`config.mk`:
```
export PLATFORM = sky130hd
export DESIGN_NAME = psr_flag_stack_flat
export DESIGN_NICKNAME = d
export VERILOG_FILES = /design/src/rtl/psr_flag_stack_if.sv /design/src/rtl/psr_flag_stack.sv /design/src/flat_wrapper.sv
export SDC_FILE = /design/constraint.sdc
export NUM_CORES = 1
export LEC_CHECK = 0
export CAP_MARGIN = 25
export CORE_UTILIZATION = 54
export DETAILED_ROUTE_END_ITERATION = 8
export MAX_ROUTING_LAYER = met4
export PLACE_DENSITY = 0.85
export SLEW_MARGIN = 20
export SYNTH_ARGS = -nofsm -noshare
export SYNTH_HDL_FRONTEND = slang
export SYNTH_SLANG_ARGS = --single-unit
```
`constraint.sdc`:
```
create_clock -name clk -period 5.3 [get_ports clk]
set_input_delay 0.795 -clock clk [delete_from_list [all_inputs] [get_ports clk]]
set_output_delay 0.795 -clock clk [all_outputs]
set_load 0.01 [all_outputs]
```
`src/rtl/psr_flag_stack_if.sv`:
```
// Flag/stack control bundle between the ALU/sequencer side and the status register.
// The master drives the update, write and stack controls; the slave returns flags, occupancy and sticky errors.
interface psr_flag_stack_if #(
    parameter int G1_W  = 2,
    parameter int G2_W  = 3,
    parameter int CNT_W = 3
);
    logic                 en1;
    logic                 en2;
    logic [G1_W-1:0]      cond_group1;
    logic [G2_W-1:0]      cond_group2;
    logic                 wr_en;
    logic [G1_W+G2_W-1:0] wr_data;
    logic                 push;
    logic                 pop;
    logic                 err_clr;
    logic [G1_W-1:0]      final_group1;
    logic [G2_W-1:0]      final_group2;
    logic [CNT_W-1:0]     count;
    logic                 full;
    logic                 empty;
    logic                 ovf;
    logic                 unf;

    modport master (
        output en1, en2, cond_group1, cond_group2, wr_en, wr_data, push, pop, err_clr,
        input  final_group1, final_group2, count, full, empty, ovf, unf
    );
    modport slave (
        input  en1, en2, cond_group1, cond_group2, wr_en, wr_data, push, pop, err_clr,
        output final_group1, final_group2, count, full, empty, ovf, unf
    );
endinterface

```
`src/rtl/psr_flag_stack.sv`:
```
// Processor status flags (C,F / L,Z,N) with per-group update, software write,
// and a DEPTH-entry shadow stack for interrupt/call save and restore.
module psr_flag_stack #(
    parameter int G1_W  = 2,
    parameter int G2_W  = 3,
    parameter int DEPTH = 4,
    parameter int CNT_W = $clog2(DEPTH + 1)
) (
    input  logic               clk,
    input  logic               reset,
    psr_flag_stack_if.slave    bus
);
    localparam int W     = G1_W + G2_W;
    localparam int IDX_W = (DEPTH > 1) ? $clog2(DEPTH) : 1;

    logic [W-1:0]     stack [DEPTH];
    logic [W-1:0]     cur_flags, nxt_flags, top_flags;
    logic [CNT_W-1:0] count_q;
    logic [IDX_W-1:0] top_idx, wr_idx;
    logic             ovf_q, unf_q;
    logic             has_data, at_full;
    logic             xchg, pop_only, push_only, push_store;
    logic             ovf_evt, unf_evt;

    assign cur_flags = {bus.final_group1, bus.final_group2};
    assign has_data  = (count_q != '0);
    assign at_full   = (count_q == CNT_W'(DEPTH));
    assign top_idx   = IDX_W'(count_q - 1'b1);
    assign wr_idx    = IDX_W'(count_q);
    assign top_flags = stack[top_idx];

    // A push+pop on an empty stack degenerates to a plain push.
    assign xchg       = bus.push && bus.pop && has_data;
    assign pop_only   = bus.pop && !bus.push && has_data;
    assign push_only  = bus.push && !(bus.pop && has_data);
    assign push_store = push_only && !at_full;
    assign ovf_evt    = push_only && at_full;
    assign unf_evt    = bus.pop && !bus.push && !has_data;

    always_comb begin
        nxt_flags = cur_flags;
        if (bus.pop && has_data) begin
            nxt_flags = top_flags;
        end else if (bus.wr_en) begin
            nxt_flags = bus.wr_data;
        end else begin
            if (bus.en1) nxt_flags[W-1 -: G1_W] = bus.cond_group1;
            if (bus.en2) nxt_flags[G2_W-1:0]    = bus.cond_group2;
        end
    end

    always_ff @(posedge clk) begin
        if (reset) begin
            bus.final_group1 <= '0;
            bus.final_group2 <= '0;
            count_q          <= '0;
            ovf_q            <= 1'b0;
            unf_q            <= 1'b0;
        end else begin
            {bus.final_group1, bus.final_group2} <= nxt_flags;
            if (push_store)    count_q <= count_q + 1'b1;
            else if (pop_only) count_q <= count_q - 1'b1;
            // A fresh error outranks a simultaneous clear.
            if (ovf_evt)          ovf_q <= 1'b1;
            else if (bus.err_clr) ovf_q <= 1'b0;
            if (unf_evt)          unf_q <= 1'b1;
            else if (bus.err_clr) unf_q <= 1'b0;
        end
    end

    // Stack storage carries no reset; count alone defines what is valid.
    always_ff @(posedge clk) begin
        if (!reset) begin
            if (xchg)            stack[top_idx] <= cur_flags;
            else if (push_store) stack[wr_idx]  <= cur_flags;
        end
    end

    assign bus.count = count_q;
    assign bus.full  = at_full;
    assign bus.empty = !has_data;
    assign bus.ovf   = ovf_q;
    assign bus.unf   = unf_q;
endmodule

```
`src/flat_wrapper.sv`:
```
// flat-port wrapper written by rule: the top's interface ports become plain ports
module psr_flag_stack_flat 
#(
    parameter int G1_W  = 2,
    parameter int G2_W  = 3,
    parameter int DEPTH = 4,
    parameter int CNT_W = $clog2(DEPTH + 1)
)
  (clk, reset, bus_en1, bus_en2, bus_cond_group1, bus_cond_group2, bus_wr_en, bus_wr_data, bus_push, bus_pop, bus_err_clr, bus_final_group1, bus_final_group2, bus_count, bus_full, bus_empty, bus_ovf, bus_unf);
  psr_flag_stack_if #(.G1_W(G1_W), .G2_W(G2_W), .CNT_W(CNT_W)) bus_i ();
  input  logic clk;
  input  logic reset;
  input wire logic [$bits(bus_i.en1)-1:0] bus_en1;
  input wire logic [$bits(bus_i.en2)-1:0] bus_en2;
  input wire logic [$bits(bus_i.cond_group1)-1:0] bus_cond_group1;
  input wire logic [$bits(bus_i.cond_group2)-1:0] bus_cond_group2;
  input wire logic [$bits(bus_i.wr_en)-1:0] bus_wr_en;
  input wire logic [$bits(bus_i.wr_data)-1:0] bus_wr_data;
  input wire logic [$bits(bus_i.push)-1:0] bus_push;
  input wire logic [$bits(bus_i.pop)-1:0] bus_pop;
  input wire logic [$bits(bus_i.err_clr)-1:0] bus_err_clr;
  output wire logic [$bits(bus_i.final_group1)-1:0] bus_final_group1;
  output wire logic [$bits(bus_i.final_group2)-1:0] bus_final_group2;
  output wire logic [$bits(bus_i.count)-1:0] bus_count;
  output wire logic [$bits(bus_i.full)-1:0] bus_full;
  output wire logic [$bits(bus_i.empty)-1:0] bus_empty;
  output wire logic [$bits(bus_i.ovf)-1:0] bus_ovf;
  output wire logic [$bits(bus_i.unf)-1:0] bus_unf;
  assign bus_i.en1 = bus_en1;
  assign bus_i.en2 = bus_en2;
  assign bus_i.cond_group1 = bus_cond_group1;
  assign bus_i.cond_group2 = bus_cond_group2;
  assign bus_i.wr_en = bus_wr_en;
  assign bus_i.wr_data = bus_wr_data;
  assign bus_i.push = bus_push;
  assign bus_i.pop = bus_pop;
  assign bus_i.err_clr = bus_err_clr;
  assign bus_final_group1 = bus_i.final_group1;
  assign bus_final_group2 = bus_i.final_group2;
  assign bus_count = bus_i.count;
  assign bus_full = bus_i.full;
  assign bus_empty = bus_i.empty;
  assign bus_ovf = bus_i.ovf;
  assign bus_unf = bus_i.unf;
  psr_flag_stack #(.G1_W(G1_W), .G2_W(G2_W), .DEPTH(DEPTH), .CNT_W(CNT_W)) u_core (.clk(clk), .reset(reset), .bus(bus_i));
endmodule
```
==> impl_metrics.toml <==
[pwr]
vdd_drop_max_uv = 297
p_per_area_mw_per_mm2 = 437
leakage_nw = 0.637

[critical_path]
worstSetupEndpointType = "output pin"
cp.arrival_ps = 2690
startpoint = "u_core.bus.count[0]$_SDFFE_PP0P_"
criticalPathCategory = "reg -> out"
rrSetupSlack_ps = 2330
r2r_cells = 5
crit_required_ps = 4510
crit_fanout = 15
r2r-start = "u_core.bus.count[0]$_SDFFE_PP0P_"
startpoint_type = "flop"

[die]
die_y_um = 55.1
rows = 18
die_x_um = 55.1
start_util_pct = 59.2
die_area_mm2 = 0.00303
core_area_mm2 = 0.00257
io_pins = 30

[global_route]
met3_usage_pct = 9.02
globalRouteOverflowTotal = 0
grt_usage_pct = 28.0
antenna_found_initial = 0
grt.busiest_layer = "met2"
grt_pass1_vias = 1070
grt_pass1_wl_um = 5380
grt_max_degree = 16
met2_usage_pct = 43.0
grt_util_met1_pct = 34.8

[placement]
placed_cell_area_mm2 = 0.00180
dp_hpwl_um = 2590
io_buffers = 29
gp_congestion = 0.879

[logic_synthesis]
synth_edf_count = 20
yosysWarningCount = 0
synth_ff_type = "edfxtp_1"
ys_ff_latch = 30
synth_area_mm2 = 0.00152
async_flop_share_pct = 0
ys_seq_area_share_pct = 52.7
synth_cell_types = 39
avgSynthCellArea_um2 = 12.3
synthCells = 124
syn_nets = 145

[final_layout]
final_area_mm2 = 0.00185
insertedDiodeCount = 0
area_delta_synth_final_pct = 21.9
layout-drive-gt1-share_pct = 9.87
nNetsFinal = 172
fin_util_pct = 72.2
fillers = 202

[detailed_routing]
vias = 1184
avgViaCountPerCell = 6.51
first_pass_iters = 4
drt_wl_total_um = 3580
postRouteAntennaNets = 0
wl_per_cell_um = 19.7
remaining_drc_errors = 0
drt_iter0_markers = 50

[worst_hold_path]
min_from = "u_core.bus.ovf$_SDFFE_PP0P_"
holdPathStages = 2
hp-class = "reg -> reg"

[clock_network]
postCtsResizedCells = 0
clock_latency_ps = 340
clock-root-buffer = "clkbuf_4"
post_cts_buffers = 0
cts_buffer_depth = 2
cts_made_buffers = 5
holdBufCountCts = 0
htreeDepth = 2
cts_tree = "done"
clk_pin_slew_ps = 100
clock_sinks = 30

[sta]
tightest_slew_ps = 627
timing.final.crit_share_pct = 65.7
maxSlewViolCount = 0
hold_viol = 0
grt_setup_unrepaired = "no"
skew_ps = 9.03
holdWs_ps = 507
min_period_ps = 3480
setup_viol = 0
maxSlewHeadroom_pct = 58.1
fmax_mhz = 287
fin_setup_tns_ps = 0

[job]
maxCapViolations = 0

[run_status]
status = "complete, no violations"
-- stage by stage --
step,setup WS (ps),total power [mW],cells
after CTS,1790,0.811,182
final,1820,0.810,182
after detailed placement,2130,0.680,174
after global routing,1680,0.849,182
after global placement,2260,0.665,174
after floorplan,3000,0.564,124
-- cell usage in the layout (no fill, tap or decap), types with 2 or more instances in the layout --
| cell | instances |
|---|---|
| ha_1 | 3 |
| nand3_1 | 4 |
| dfxtp_1 | 10 |
| mux4_1 | 3 |
| nand2b_1 | 4 |
| mux4_2 | 2 |
| nand4_1 | 4 |
| clkdlybuf4s50_1 | 29 |
| o221ai_1 | 3 |
| o21ai_0 | 3 |
| nand2_1 | 3 |
| edfxtp_1 | 20 |
| a22o_1 | 3 |
| mux2i_1 | 3 |
| nor2_1 | 4 |
| a211oi_1 | 4 |
| nor2b_1 | 5 |
| inv_1 | 6 |
| a2111oi_0 | 3 |
| or3b_2 | 3 |
| a21oi_1 | 7 |
| clkbuf_4 | 5 |
| a311o_1 | 4 |
-- sequential cells by signal (all words and copies together), names as in the netlist --
register and cells:
u_core.stack 20, u_core.bus.count 3, u_core.bus.final_group2 3, u_core.bus.ovf 1, u_core.bus.unf 1, u_core.bus.final_group1 2
-- layer usage --
metal	vias up	share of wire (%)
met5	-	0
li1	543	-
met4	0	2.0
met3	9	5.4
met2	41	50
met1	591	43
-- final cells by class --
type | instances | area, um2 | share of cell area [%]
clock inverters | 3 | 16.3 | 0.878
repair buffers | 29 | 290 | 15.7
inverters | 7 | 26.3 | 1.42
multi-input cells | 78 | 644 | 34.8
well taps | 30 | 37.5 | 2.03
clock buffers | 5 | 37.5 | 2.03
flip-flops and latches | 30 | 801 | 43.2
-- path summary, 6_finish.rpt --
kind / to
max: bus_empty
min: u_core.bus.ovf$_SDFFE_PP0P_
max reg2reg: u_core.stack[1][3]$_DFFE_PP_
min reg2reg: u_core.bus.ovf$_SDFFE_PP0P_
-- report_power, final --
part / internal, mW / leakage [nW] / total [mW] / switching, mW
Clock: 0.0491 / 0.0286 / 0.132 / 0.0827
Sequential: 0.299 / 0.267 / 0.346 / 0.0470
Combinational: 0.165 / 0.340 / 0.332 / 0.167
-- synth_stat cells, types with 2 or more instances --
| cell type | count | area share [%] |
|---|---|---|
| nand2b_1 | 4 | 1.6 |
| edfxtp_1 | 20 | 40 |
| o21ai_0 | 3 | 0.99 |
| buf_2 | 5 | 1.6 |
| a2111oi_0 | 3 | 1.7 |
| nand4_1 | 4 | 1.6 |
| ha_1 | 3 | 2.5 |
| a211oi_1 | 4 | 2.0 |
| mux4_1 | 3 | 5.2 |
| mux4_2 | 2 | 3.0 |
| nor2b_1 | 5 | 2.1 |
| o221ai_1 | 3 | 1.7 |
| a21oi_1 | 7 | 2.3 |
| a311o_1 | 4 | 2.6 |
| inv_1 | 6 | 1.5 |
| nand3_1 | 4 | 1.3 |
| nor2_1 | 4 | 0.99 |
| clkbuf_1 | 2 | 0.49 |
| dfxtp_1 | 10 | 13 |
| a22o_1 | 3 | 1.7 |
| or3b_2 | 3 | 1.7 |
| nand2_1 | 3 | 0.74 |
| mux2i_1 | 3 | 2.0 |
-- critical path: stages, from the launching register on --
cell,delay (ps)
dfxtp_1,730
inv_1,260
ha_1,360
nand2b_1,340
inv_2,150
clkdlybuf4s50_1,510
-- logic make-up (layout without fill, tap and decap cells) --
kind of cell	count (synthesis)	after routing	synth area share [%]
AO/OA/AOI/OAI	32	32	15.7
adder cells (fa/ha/maj)	3	3	2.47
buffers and inverters	16	44	4.94
flip-flops	30	30	52.7
multiplexers	9	9	10.9
AND/OR/NAND/NOR	34	34	13.3
No activity file was read; power rests on OpenSTA's default activity.
